File: config.mk
export PLATFORM = sky130hd
export DESIGN_NAME = pc_unit
export DESIGN_NICKNAME = d
export VERILOG_FILES = /design/src/rtl/cpu_pkg.sv /design/src/rtl/pc_unit_cond_eval.sv /design/src/rtl/pc_unit.sv
export SDC_FILE = /design/constraint.sdc
export NUM_CORES = 1
export LEC_CHECK = 0
export ABC_AREA = 1
export BUFFER_PORTS_ARGS = -buffer_cell sky130_fd_sc_hd__buf_2
export CAP_MARGIN = 25
export CORE_UTILIZATION = 51
export DETAILED_ROUTE_END_ITERATION = 8
export PLACE_DENSITY_LB_ADDON = 0.05
export REMOVE_ABC_BUFFERS = 1
export SYNTH_ARGS = -nofsm -noshare
export SYNTH_HDL_FRONTEND = slang
export SYNTH_SLANG_ARGS = --single-unit
File: constraint.sdc
create_clock -name clk -period 2.2 [get_ports clk]
set_clock_uncertainty 0.1 [all_clocks]
set_input_delay 0.11 -clock clk [delete_from_list [all_inputs] [get_ports clk]]
set_output_delay 0.11 -clock clk [all_outputs]
set_load 0.02 [all_outputs]
File: src/rtl/cpu_pkg.sv
// Shared CPU encodings: branch types, condition codes, flag bit positions, PC FSM states.
package cpu_pkg;

    localparam int unsigned ADDR_W_DEFAULT = 16;

    typedef enum logic [1:0] {
        BR_SEQ   = 2'b00,
        BR_BCOND = 2'b01,
        BR_JCOND = 2'b10,
        BR_JAL   = 2'b11
    } br_type_e;

    localparam logic [3:0] COND_EQ = 4'h0;
    localparam logic [3:0] COND_NE = 4'h1;
    localparam logic [3:0] COND_CS = 4'h2;
    localparam logic [3:0] COND_CC = 4'h3;
    localparam logic [3:0] COND_HI = 4'h4;
    localparam logic [3:0] COND_LS = 4'h5;
    localparam logic [3:0] COND_GT = 4'h6;
    localparam logic [3:0] COND_LE = 4'h7;
    localparam logic [3:0] COND_FS = 4'h8;
    localparam logic [3:0] COND_FC = 4'h9;
    localparam logic [3:0] COND_LO = 4'hA;
    localparam logic [3:0] COND_HS = 4'hB;
    localparam logic [3:0] COND_LT = 4'hC;
    localparam logic [3:0] COND_GE = 4'hD;
    localparam logic [3:0] COND_UC = 4'hE;
    localparam logic [3:0] COND_NV = 4'hF;

    // Flags arrive as {N,Z,F,L,C}
    localparam int unsigned FLAG_N = 4;
    localparam int unsigned FLAG_Z = 3;
    localparam int unsigned FLAG_F = 2;
    localparam int unsigned FLAG_L = 1;
    localparam int unsigned FLAG_C = 0;

    typedef enum logic {
        ST_RUN  = 1'b0,
        ST_HALT = 1'b1
    } pc_state_e;

endpackage

File: src/rtl/pc_unit_cond_eval.sv
// Combinational branch-condition evaluator: condition code + flags -> condition true.
module cond_eval
    import cpu_pkg::*;
(
    input  logic [3:0] cond,
    input  logic [4:0] flags,
    output logic       is_true_c
);

    logic n, z, f, l, c;

    assign n = flags[FLAG_N];
    assign z = flags[FLAG_Z];
    assign f = flags[FLAG_F];
    assign l = flags[FLAG_L];
    assign c = flags[FLAG_C];

    always_comb begin
        is_true_c = 1'b0;
        case (cond)
            COND_EQ: is_true_c = z;
            COND_NE: is_true_c = ~z;
            COND_CS: is_true_c = c;
            COND_CC: is_true_c = ~c;
            COND_HI: is_true_c = l;
            COND_LS: is_true_c = ~l;
            COND_GT: is_true_c = n;
            COND_LE: is_true_c = ~n;
            COND_FS: is_true_c = f;
            COND_FC: is_true_c = ~f;
            COND_LO: is_true_c = ~l & ~z;
            COND_HS: is_true_c = l | z;
            COND_LT: is_true_c = ~n & ~z;
            COND_GE: is_true_c = n | z;
            COND_UC: is_true_c = 1'b1;
            default: is_true_c = 1'b0;
        endcase
    end

endmodule

File: src/rtl/pc_unit.sv
// Program counter: sequential advance, Bcond/Jcond/JAL redirects, JAL link write.
// Optional branch-to-self halt detection enabled by defining PC_HALT_DETECT_EN.
module pc_unit
    import cpu_pkg::*;
#(
    parameter int unsigned       ADDR_W     = ADDR_W_DEFAULT,
    parameter logic [ADDR_W-1:0] RESET_ADDR = '0
) (
    input  logic              clk,
    input  logic              rst_n,
    input  logic              pc_en,
    input  logic [1:0]        br_type,
    input  logic [3:0]        cond,
    input  logic [7:0]        disp,
    input  logic [ADDR_W-1:0] tgt_reg,
    input  logic [4:0]        flags,
    output logic [ADDR_W-1:0] pc,
    output logic [ADDR_W-1:0] pc_plus1,
    output logic              link_we,
    output logic [ADDR_W-1:0] link_data,
    output logic              taken,
    output logic              halted
);

    pc_state_e         state_q, state_d;
    logic [ADDR_W-1:0] pc_q, pc_d;
    logic [ADDR_W-1:0] link_data_q, link_data_d;
    logic              link_we_q, link_we_d;
    logic              taken_q, taken_d;

    logic              cond_true;
    logic              redirect;
    logic [ADDR_W-1:0] target;
    logic [ADDR_W-1:0] disp_ext;

    cond_eval u_cond_eval (
        .cond      (cond),
        .flags     (flags),
        .is_true_c (cond_true)
    );

    assign pc_plus1 = pc_q + ADDR_W'(1);
    assign disp_ext = {{(ADDR_W-8){disp[7]}}, disp};

    // Redirect decision and target for the current br_type
    always_comb begin
        redirect = 1'b0;
        target   = tgt_reg;
        case (br_type)
            BR_BCOND: begin
                redirect = cond_true;
                target   = pc_q + disp_ext;
            end
            BR_JCOND: redirect = cond_true;
            BR_JAL:   redirect = 1'b1;
            default:  redirect = 1'b0;
        endcase
    end

    always_comb begin
        state_d     = state_q;
        pc_d        = pc_q;
        link_data_d = link_data_q;
        link_we_d   = 1'b0;
        taken_d     = 1'b0;
        if (state_q == ST_RUN && pc_en) begin
            pc_d    = redirect ? target : pc_plus1;
            taken_d = redirect;
            if (br_type == BR_JAL) begin
                link_we_d   = 1'b1;
                link_data_d = pc_plus1;
            end
`ifdef PC_HALT_DETECT_EN
            if (redirect && target == pc_q) begin
                state_d = ST_HALT;
            end
`endif
        end
    end

    always_ff @(posedge clk or negedge rst_n) begin
        if (!rst_n) begin
            state_q     <= ST_RUN;
            pc_q        <= RESET_ADDR;
            link_data_q <= '0;
            link_we_q   <= 1'b0;
            taken_q     <= 1'b0;
        end else begin
            state_q     <= state_d;
            pc_q        <= pc_d;
            link_data_q <= link_data_d;
            link_we_q   <= link_we_d;
            taken_q     <= taken_d;
        end
    end

    assign pc        = pc_q;
    assign link_we   = link_we_q;
    assign link_data = link_data_q;
    assign taken     = taken_q;
`ifdef PC_HALT_DETECT_EN
    assign halted    = (state_q == ST_HALT);
`else
    assign halted    = 1'b0;
`endif

endmodule

After elaboration in Yosys (flattened, before gate mapping) --
Index checks and enable logic that the tools add are counted.
Word-level totals: register bits after elaboration 34, bits of input ports 38, output and inout bits 51
Cells by class: $add $sub $neg 2, equal/unequal tests 17, multiplexer cells 7, bitwise operators 9, reduce and logical (&&, ||, !) cells 3
Operators with widths (count):
- $mux W16 | 2
- $eq A4 B4 Y1 const B | 7
- $add A16 B1 Y16 const B | 1
- $add A16 B16 Y16 | 1
- $eq A4 B3 Y1 const B | 4
- $pmux W1 S15 | 1
- $eq A4 B2 Y1 const B | 2
- $not A1 Y1 | 5
- $eq A2 B2 Y1 const B | 2
- $eq A4 B1 Y1 const B | 1
- $logic_not A4 Y1 | 1
- $mux W1 | 3
- $and A1 B1 Y1 | 2
- $eq A2 B1 Y1 const B | 1
- $or A1 B1 Y1 | 2
- $pmux W1 S2 | 1
- $reduce_and A2 Y1 | 1
- $reduce_or A2 Y1 | 1

Longest topological paths before layout --
Gate-level depths: netlist (run 1).
depth after elaboration 5, mapped depth 15

By module --
A second synthesis (run 1) with hierarchy kept.
Unflattened totals: cell total of the unflattened synthesis 472, area, all modules 3034.2 µm²
By module, submodules not included:
- pc_unit | instances 1, cells each 414, area an instance 2800.2 µm²
- cond_eval | instances 1, cells each 58, area an instance 234.0 µm²

Least setup slack after synthesis (run 1) --
No wires, ideal clock.
path type register -> register, start point reg pc_q[0] (netlist: pc[0]), end point reg pc_q[8] (netlist: pc[8]), library setup time 0.117 ns, arrival time 1.960 ns, path slack 0.023 ns, cell stages (with the launch flop) 16, period minus slack after synthesis 2.177 ns, path through dfrtp_1 -> ha_1 -> inv_1 -> fa_1 -> inv_1 -> nand3_1 -> nand3_1 -> nand2_1 -> nand2_1 -> nand2_1 -> nand2_1 -> o21ai_0 -> nand3_1 -> nand2_1 -> nand2_1 -> nand2_1
Between the ends: word-level cells in the longest chain between the ends 3
RTL lines:
- from (decl) | RTL line pc_unit.sv:26 | logic [ADDR_W-1:0] pc_q, pc_d;
- from (signal assigned) | RTL line pc_unit.sv:90 | pc_q <= pc_d;
- $add A16 B16 Y16 | RTL line pc_unit.sv:52 | target = pc_q + disp_ext;
- $mux W16 | RTL line pc_unit.sv:49 | case (br_type)
- $mux W16 (*) | RTL line pc_unit.sv:67 | pc_d = redirect ? target : pc_plus1;
Every way passes the cells marked *; elsewhere a longest branch is shown, timed or not. A chain may end at the register's enable or synchronous reset.

Worst setup path in the final report (run 1) --
start point reg pc_q[2] (netlist: pc[2]), end point out pc_plus1[13]
Between the ends: word-level cells in the longest chain between the ends 1
RTL lines:
- $add A16 B1 Y16 | RTL line pc_unit.sv:42 | assign pc_plus1 = pc_q + ADDR_W'(1);
- to (decl) | RTL line pc_unit.sv:18 | output logic [ADDR_W-1:0] pc_plus1,
No other way between the ends.

==> flow_summary_export.csv, run 1 <==
group,metric,value,unit
floorplanning,pin_count,89,
grt,grt_usage,0.292,
flow_run,drv_cap,0,
grt,grt_overflow,0,
floorplanning,start_util,0.543,
clocking,htree_levels,2,
power_and_ir_drop,p_per_area,834,nW/um2
floorplanning,num_rows,28,
yosys,synth_warnings,0,
grt,grt_max_degree,35,
routing,drc,0,
critical_path,path_class,"reg2out",
timing,fin_crit_sh,0.972,
yosys,synth_edf_count,0,
place,post-place-ws,0.0739,ns
yosys,ys_seq_area_frac,0.257,
place,hpwl,7.47,mm
floorplanning,die_w,82.6,um
routing,finalWirelength,9.83,mm
critical_path,cp_max_fo,4,
timing,tightest_slew,0.811,ns
yosys,async_flop_share,1.00,
routing,drt-pass1-iter-count,7,
yosys,syn_avg_cell_area,6.17,um2
power_and_ir_drop,leakage,2.52,nW
power_and_ir_drop,power.total,3.48,mW
critical_path,critPathCaptureType,"primary output",
routing,post_drt_via_cell_ratio,5.27,
clocking,clk_latency,0.30,ns
grt,grt_pass1_vias,3296,
yosys,synthCells,537,
critical_path,worstPathArrival,1.93,ns
timing,hold_viol_final,0,
cells_and_area,drive_above_1_share,0.251,
clocking,cts_root_buf,"clkbuf_8",
timing,slew_viol_final,0,
clocking,cts_tree,"built",
floorplanning,die_area,6820,um2
run_status,status,"completed",
yosys,synth_top_area_cell,"dfrtp_1",
yosys,syn_area,3310,um2
power_and_ir_drop,ir_drop,686,uV
yosys,ys_ff_latch,34,
grt,grt_pass1_wl,14.8,mm
worst_hold_path,hold_class,"in2reg",
cells_and_area,nets,699,
clocking,cts_made_buffers,5,
clocking,clockBufferDepth,2,
timing,finalSetupViolCount,0,
cells_and_area,num_antenna_cells,0,
floorplanning,core_area,6100,um2
critical_path,crit_required,1.99,ns
clocking,path_clk_slew,0.08,ns
timing,fmaxAchievable,467,MHz
timing,hold_slack,0.0869,ns
timing,layout_setup_ws,0.0606,ns
routing,drtAntennaViolNets,0,
routing,detail_route.wl_per_cell,13.7,um
timing,relSlewSlack,0.459,
yosys,synth_top_area_frac,0.257,
timing,fin_crit,2.14,ns
clocking,cts.sinks,34,
place,dp_cells,704,
routing,num_vias,3776,
timing,rsz0062_at_grt,"yes",
floorplanning,die_h,82.6,um
cells_and_area,fin_area,4170,um2
yosys,ys.flop_type,"dfrtp_1",
place,io_buffers,87,
grt,antenna_found_initial,0,
place,gp_congestion,0.958,
routing,drtIter0Drc,241,
yosys,synthTopCellsByArea,"dfrtp_1 26%, nand2_1 22%, inv_1 10%",
yosys,ys_types,37,
place,placed_area,3900,um2
cells_and_area,area_delta_synth_final,25.9,%
critical_path,cp-start-kind,"flip-flop",
cells_and_area,fin_cells,717,
## synth_stat cells, types with 2 or more instances
cell      number
nand2_1      194
inv_1         88
nand3_1       63
dfrtp_1       34
nor2_1        25
o21ai_0       25
ha_1          19
a21oi_1       11
nand2_2       10
xor2_1        10
clkbuf_1       8
nand4_1        7
clkinv_1       4
and2_1         3
inv_2          3
nor3_1         3
or2_2          3
xnor2_1        3
buf_4          2
nand2_4        2
nand3_2        2
nand3b_1       2
o21ai_1        2
## sequential cells by signal, summed over array words and instances, names as in the netlist
name	flops
taken	1
pc	16
link_data	16
link_we	1
## critical path, cell delays in order (launching register included)
cell and delay (ns):
dfrtp_1 0.40, buf_6 0.15, nand3_4 0.09, nor3_4 0.21
nand2_2 0.14, nor2_4 0.17, nand2_2 0.09, xnor2_2 0.21
buf_4 0.17
## worst paths after layout
check / depth (start not counted) / start / slack, ns / endpoint
setup reg to reg: 12 / pc[2] / 0.09 / pc[11]
setup / recovery: 8 / pc[2] / 0.06 / pc_plus1[13]
hold reg to reg: 2 / link_data[12] / 0.38 / link_data[12]
min in group asynchronous: 2 / rst_n / 0.34 / pc[0]
max in group asynchronous: 2 / rst_n / 1.10 / pc[1]
hold / removal: 5 / tgt_reg[2] / 0.09 / pc[2]
## cells by family after synthesis
group           share of synthesized area
compound gates                     0.0631
fa+ha+maj                          0.0778
simple gates                        0.429
buf+inv                             0.130
mux                               0.00302
xor+xnor                           0.0393
other cells                       0.00113
flops                               0.257
## cells in the final DEF (no fill, tap or decap), types with 3 or more instances in the layout
cell and n:
nand2_1 193, inv_1 87, buf_2 84, nand3_1 59, dfrtp_1 33, o21ai_0 24
nor2_1 22, buf_4 22, ha_1 16, nand2_2 11, a21oi_1 11, xor2_1 8
nand4_1 7, clkbuf_8 6, inv_2 4, nor2_2 4, nand3_2 4, clkinv_1 4
nor3_1 3, or2_2 3, o21ai_1 3, and2_1 3, buf_6 3
## stage by stage
step | utilization | TNS [ns]
2_1_floorplan | - | 0
3_3_place_gp | 0.640 | 0
3_5_place_dp | 0.640 | 0
4_1_cts | 0.662 | 0
5_1_grt | 0.684 | -0.0774
6_report | 0.684 | 0
## routing by layer
metal	track usage	routed length, um	vias up
met1	0.346	4050	1726
met5	0	0	-
met3	0.0571	632	29
met2	0.509	4850	154
li1	-	-	1867
met4	0.131	296	0
## power breakdown
part / internal (mW) / leakage [nW] / switching (mW)
sequential: 0.774 / 0.426 / 0.118
combinational: 0.743 / 2.04 / 1.34
clock: 0.252 / 0.0472 / 0.255
## layout make-up
type                       instances  area [um2]
tap                               75        93.8
multi-input combinational        395        2140
clock buffer                       6        82.6
clock inverter                     2        12.5
fill                             568        1930
inverter                          95         357
timing repair buffer             110         629
sequential                        34         852
## what timing repair did
item / CTS / global route
resized for setup: 4 / 25
buffers inserted: 1 / 3
pin swaps: 2 / 6
endpoints found under the setup margin: 3 / 11
hold buffers: 1 / 0
endpoints found under the hold margin: 34 / 0
(Power assumes the default switching activity.)
==> inputs of run 2 (changes only) <==
--- a/config.mk
+++ b/config.mk
@@ -12,6 +12,7 @@
 export DETAILED_ROUTE_END_ITERATION = 8
 export PLACE_DENSITY_LB_ADDON = 0.05
 export REMOVE_ABC_BUFFERS = 1
+export SETUP_SLACK_MARGIN = 0.4
 export SYNTH_ARGS = -nofsm -noshare
 export SYNTH_HDL_FRONTEND = slang
 export SYNTH_SLANG_ARGS = --single-unit
==> run 2 against run 1 <==
- wire length up 28%
- via count up 12%
- worst hold slack better by 0.0048 ns
- global-route usage is 2.5 points higher
- sequential share of layout area is 3.3 points lower
- flip-flop and latch count unchanged
- setup slack improved by 0.012 ns
- power is 23% higher
- combinational power increased by 37%
- final cell count is 4.2% higher
- clock power is 0.8% higher
- largest power group unchanged
==> flow_summary_export.csv, run 2 (synthesis results as in run 1) <==
group,metric,value,unit
run_status,status,"completed",
routing,post_drt_via_cell_ratio,5.65,
floorplanning,die_area,6820,um2
routing,finalWirelength,12.6,mm
cells_and_area,nets,729,
critical_path,critPathCaptureType,"primary output",
critical_path,r2r_start,"pc[4]",
place,gp_congestion,0.958,
critical_path,worstPathArrival,1.92,ns
floorplanning,num_rows,28,
clocking,cts_made_buffers,5,
grt,grt_pass1_wl,16.2,mm
routing,drc,0,
floorplanning,die_w,82.6,um
critical_path,crit_required,1.99,ns
grt,antenna_found_initial,0,
routing,drt-pass1-iter-count,7,
grt,grt_usage,0.317,
timing,fin_crit_sh,0.967,
critical_path,r2r_slack,0.07,ns
timing,rsz0062_at_grt,"yes",
clocking,clockBufferDepth,2,
floorplanning,die_h,82.6,um
place,placed_area,3900,um2
power_and_ir_drop,leakage,2.76,nW
clocking,path_clk_slew,0.08,ns
power_and_ir_drop,ir_drop,692,uV
flow_run,drv_cap,0,
cells_and_area,fin_area,4970,um2
cells_and_area,area_delta_synth_final,50.2,%
routing,drtIter0Drc,316,
timing,slew_viol_final,0,
timing,tightest_slew,0.803,ns
timing,finalSetupTns,0,ns
timing,finalSetupViolCount,0,
timing,hold_slack,0.0917,ns
critical_path,crit_end,"pc_plus1[10]",
timing,fmaxAchievable,470,MHz
floorplanning,pin_count,89,
timing,relSlewSlack,0.464,
routing,drtAntennaViolNets,0,
cells_and_area,num_antenna_cells,0,
place,io_buffers,87,
worst_hold_path,hold_class,"in2reg",
power_and_ir_drop,power.total,4.27,mW
cells_and_area,final_common_cell,"nand2_1",
power_and_ir_drop,p_per_area,858,nW/um2
routing,detail_route.wl_per_cell,16.9,um
timing,hold_viol_final,0,
clocking,cts_tree,"built",
floorplanning,core_area,6100,um2
clocking,cts.sinks,34,
critical_path,setup.worst_path.start,"pc[5]",
cells_and_area,layout_common_cells,"170 x nand2_1, 85 x inv_1, 78 x buf_2",
grt,grt_pass1_vias,3593,
critical_path,r2r_cells,12,
grt,grt_overflow,0,
place,hpwl,7.47,mm
critical_path,path_class,"reg2out",
timing,fin_crit,2.13,ns
floorplanning,start_util,0.543,
cells_and_area,final_core_util,0.816,
cells_and_area,drive_above_1_share,0.397,
critical_path,cp_max_fo,5,
grt,grt_max_degree,35,
clocking,cts_root_buf,"clkbuf_8",
clocking,clk_latency,0.30,ns
clocking,htree_levels,2,
critical_path,cp-start-kind,"flip-flop",
routing,num_vias,4222,
critical_path,r2r-end,"pc[6]",
## run 2: cell types whose count changed in the layout (fill, tap and decap cells not counted), sizes merged
cell,previous run,this run
inv,91,92
clkinv,5,4
buf,109,139
## run 2: layout make-up
class                   instances  area [um2]
multi-input cells             395        2630
fillers                       398        1120
well taps                      75        93.8
repair buffers                140         941
clock buffers                   6        82.6
inverters                      95         362
flip-flops and latches         34         852
clock inverters                 2        12.5
## run 2: worst max-delay path, stage by stage (launching register included)
cell and delay (ns):
dfrtp_1 0.46, buf_6 0.16, nand4_1 0.19, nor2_4 0.17
nand2_1 0.08, nor2_1 0.13, xor2_1 0.20, inv_1 0.06
buf_2 0.16
## run 2: power breakdown
part           internal (mW)  leakage, nW  switching [mW]
logic                   1.13         2.29            1.71
clock network          0.252       0.0472           0.259
registers              0.774        0.426           0.142
total                   2.16         2.76            2.11
## run 2: per-layer routing
layer,GRT usage,wire length [um],vias to the layer above
met4,0.166,874,0
li1,-,-,1930
met3,0.0538,900,79
met5,0,0,-
met2,0.566,6120,245
met1,0.359,4700,1968
## run 2: worst min path at each step
stage                          start            to  slack [ns]  cells after the start
after floorplan                rst_n  link_data[0]       -0.29                      0
after CTS                 tgt_reg[4]         pc[4]        0.08                      5
final                     tgt_reg[2]         pc[2]        0.09                      5
after global placement         rst_n         pc[0]        0.13                      1
after detailed placement       rst_n         pc[2]        0.14                      1
after global routing      tgt_reg[2]         pc[2]        0.10                      5
## run 2: stage by stage
step,worst slack (ns),std cells
floorplan,0.0144,524
global placement,0.135,704
detailed placement,0.0739,704
CTS,0.125,732
global route,-0.148,747
finish,0.0727,747
## run 2: repair_timing
action	in CTS	in global routing
hold endpoints to repair	34	0
resized for setup	68	92
hold buffers	1	0
cloned	0	0
endpoints found under the setup margin	28	34
buffers inserted	19	15
pin swaps	16	34
==> inputs of run 3 (changes only) <==
--- a/config.mk
+++ b/config.mk
@@ -8,8 +8,9 @@
 export ABC_AREA = 1
 export BUFFER_PORTS_ARGS = -buffer_cell sky130_fd_sc_hd__buf_2
 export CAP_MARGIN = 25
-export CORE_UTILIZATION = 51
+export CORE_UTILIZATION = 50
 export DETAILED_ROUTE_END_ITERATION = 8
+export GPL_ROUTABILITY_DRIVEN = 0
 export PLACE_DENSITY_LB_ADDON = 0.05
 export REMOVE_ABC_BUFFERS = 1
 export SETUP_SLACK_MARGIN = 0.4
==> run 3 against run 2 <==
- wire length is 14% lower
- flip-flop and latch count unchanged
- die area grew 1.9%
- worst hold slack worse by 0.051 ns
- power down 7.0%
- largest power group unchanged
- highest routed layer unchanged
==> flow_summary_export.csv, run 3 (synthesis results as in run 1) <==
group,metric,value,unit
grt,grt_usage,0.296,
place,hpwl,7.45,mm
worst_hold_path,hold_class,"in2reg",
worst_hold_path,hold_path_startpoint,"pc_en",
cells_and_area,final_core_util,0.762,
critical_path,r2r_cells,14,
routing,highest_layer,"met4",
clocking,cts.sinks,34,
critical_path,cp-start-kind,"flip-flop",
critical_path,worstPathArrival,1.97,ns
power_and_ir_drop,leakage,2.79,nW
floorplanning,start_util,0.519,
critical_path,r2r-end,"pc[14]",
routing,wl_met3,548,um
grt,antenna_found_initial,0,
timing,tightest_slew,0.795,ns
critical_path,r2r_slack,0.18,ns
worst_hold_path,hold_end,"pc[3]",
critical_path,path_class,"reg2out",
routing,drtIter0Drc,232,
cells_and_area,area_delta_synth_final,46.8,%
clocking,clk_latency,0.29,ns
clocking,cts_tree,"built",
cells_and_area,fillers,480,
clocking,cts_made_buffers,5,
routing,detail_route.wl_per_cell,14.2,um
timing,rsz0062_at_grt,"yes",
routing,wl_met2,5.28,mm
grt,grt_max_degree,35,
routing,drt-pass1-iter-count,6,
run_status,status,"completed",
clocking,path_clk_slew,0.07,ns
routing,finalWirelength,10.8,mm
place,io_buffers,87,
clocking,clockBufferDepth,2,
floorplanning,num_rows,29,
critical_path,cp_max_fo,4,
power_and_ir_drop,p_per_area,815,nW/um2
floorplanning,die_area,6950,um2
cells_and_area,final_common_cell,"nand2_1",
cells_and_area,nets,738,
critical_path,crit_required,1.99,ns
cells_and_area,layout_common_cells,"184 x nand2_1, 84 x inv_1, 77 x buf_2",
timing,slew_viol_final,0,
worst_hold_path,hold_path_depth,3,
timing,finalSetupViolCount,0,
cells_and_area,num_antenna_cells,0,
routing,post_drt_via_cell_ratio,5.26,
clocking,htree_levels,2,
power_and_ir_drop,ir_drop,798,uV
cells_and_area,drive_above_1_share,0.359,
grt,grt_pass1_vias,3666,
timing,finalSetupTns,0,ns
timing,hold_viol_final,0,
floorplanning,die_h,83.4,um
clocking,cts_root_buf,"clkbuf_8",
critical_path,r2r_start,"pc[4]",
routing,drc,0,
timing,relSlewSlack,0.470,
routing,drt-met1-wl,4.57,mm
floorplanning,die_w,83.4,um
floorplanning,pin_count,89,
grt,grt_overflow,0,
critical_path,critPathCaptureType,"primary output",
routing,drtAntennaViolNets,0,
grt,grt_pass1_wl,16.7,mm
routing,num_vias,3983,
timing,fmaxAchievable,459,MHz
floorplanning,core_area,6390,um2
flow_run,drv_cap,0,
timing,fin_crit_sh,0.991,
timing,fin_crit,2.18,ns
## run 3: how the worst max path moves through the flow
stage,cells past startpoint,slack (ns),start,endpoint
floorplan,15,0.01,pc[0],pc[8]
global placement,12,0.1,pc[10],pc[11]
detailed placement,12,0.08,pc[1],pc[12]
CTS,9,0.14,pc[0],pc_plus1[15]
global route,8,-0.08,pc[5],pc_plus1[10]
finish,8,0.02,pc[4],pc_plus1[10]
## run 3: layout make-up
| class | count | area, um2 | share of cell area |
|---|---|---|---|
| inverters | 95 | 367 | 0.0754 |
| multi-input cells | 395 | 2450 | 0.505 |
| repair buffers | 149 | 1010 | 0.208 |
| flip-flops and latches | 34 | 855 | 0.176 |
| clock buffers | 5 | 68.8 | 0.0141 |
| clock inverters | 2 | 10.0 | 0.00206 |
| well taps | 77 | 96.3 | 0.0198 |
## run 3: power breakdown
| part | internal [mW] | total, mW | switching [mW] |
|---|---|---|---|
| Combinational | 1.07 | 2.60 | 1.53 |
| Clock | 0.213 | 0.449 | 0.236 |
| Sequential | 0.776 | 0.913 | 0.137 |
## run 3: timing repair
action / CTS / global route
setup endpoints to repair: 30 / 33
setup buffers: 18 / 25
hold buffers: 1 / 0
endpoints found under the hold margin: 34 / 0
resized for setup: 79 / 42
gates cloned: 0 / 0
pin swaps: 17 / 22
## run 3: routing by layer
metal  up-vias  global-route usage
li1       1950                   -
met2       150               0.516
met5         -                   0
met1      1850               0.376
met3        33              0.0378
met4         0               0.105
## run 3: worst max-delay path, cell delays in order, from the launching register on
cell and delay (ns):
dfrtp_1 0.42, buf_6 0.15, nand4_1 0.22, nor2_4 0.16
nand2_1 0.07, nor2_1 0.16, xor2_1 0.27, inv_1 0.06
buf_2 0.16
## run 3: per-stage QoR
step / instance area [um2] / setup WS, ns / total power [mW] / std cells / hold WS [ns]
2_1_floorplan: 3240 / 0.0144 / 2.18 / 524 / -0.286
3_3_place_gp: 3910 / 0.0980 / 2.82 / 706 / 0.127
3_5_place_dp: 3910 / 0.0796 / 2.84 / 706 / 0.143
4_1_cts: 4490 / 0.135 / 3.63 / 732 / 0.0380
5_1_grt: 4860 / -0.0788 / 4.23 / 757 / 0.0709
6_report: 4860 / 0.0206 / 3.97 / 757 / 0.0405
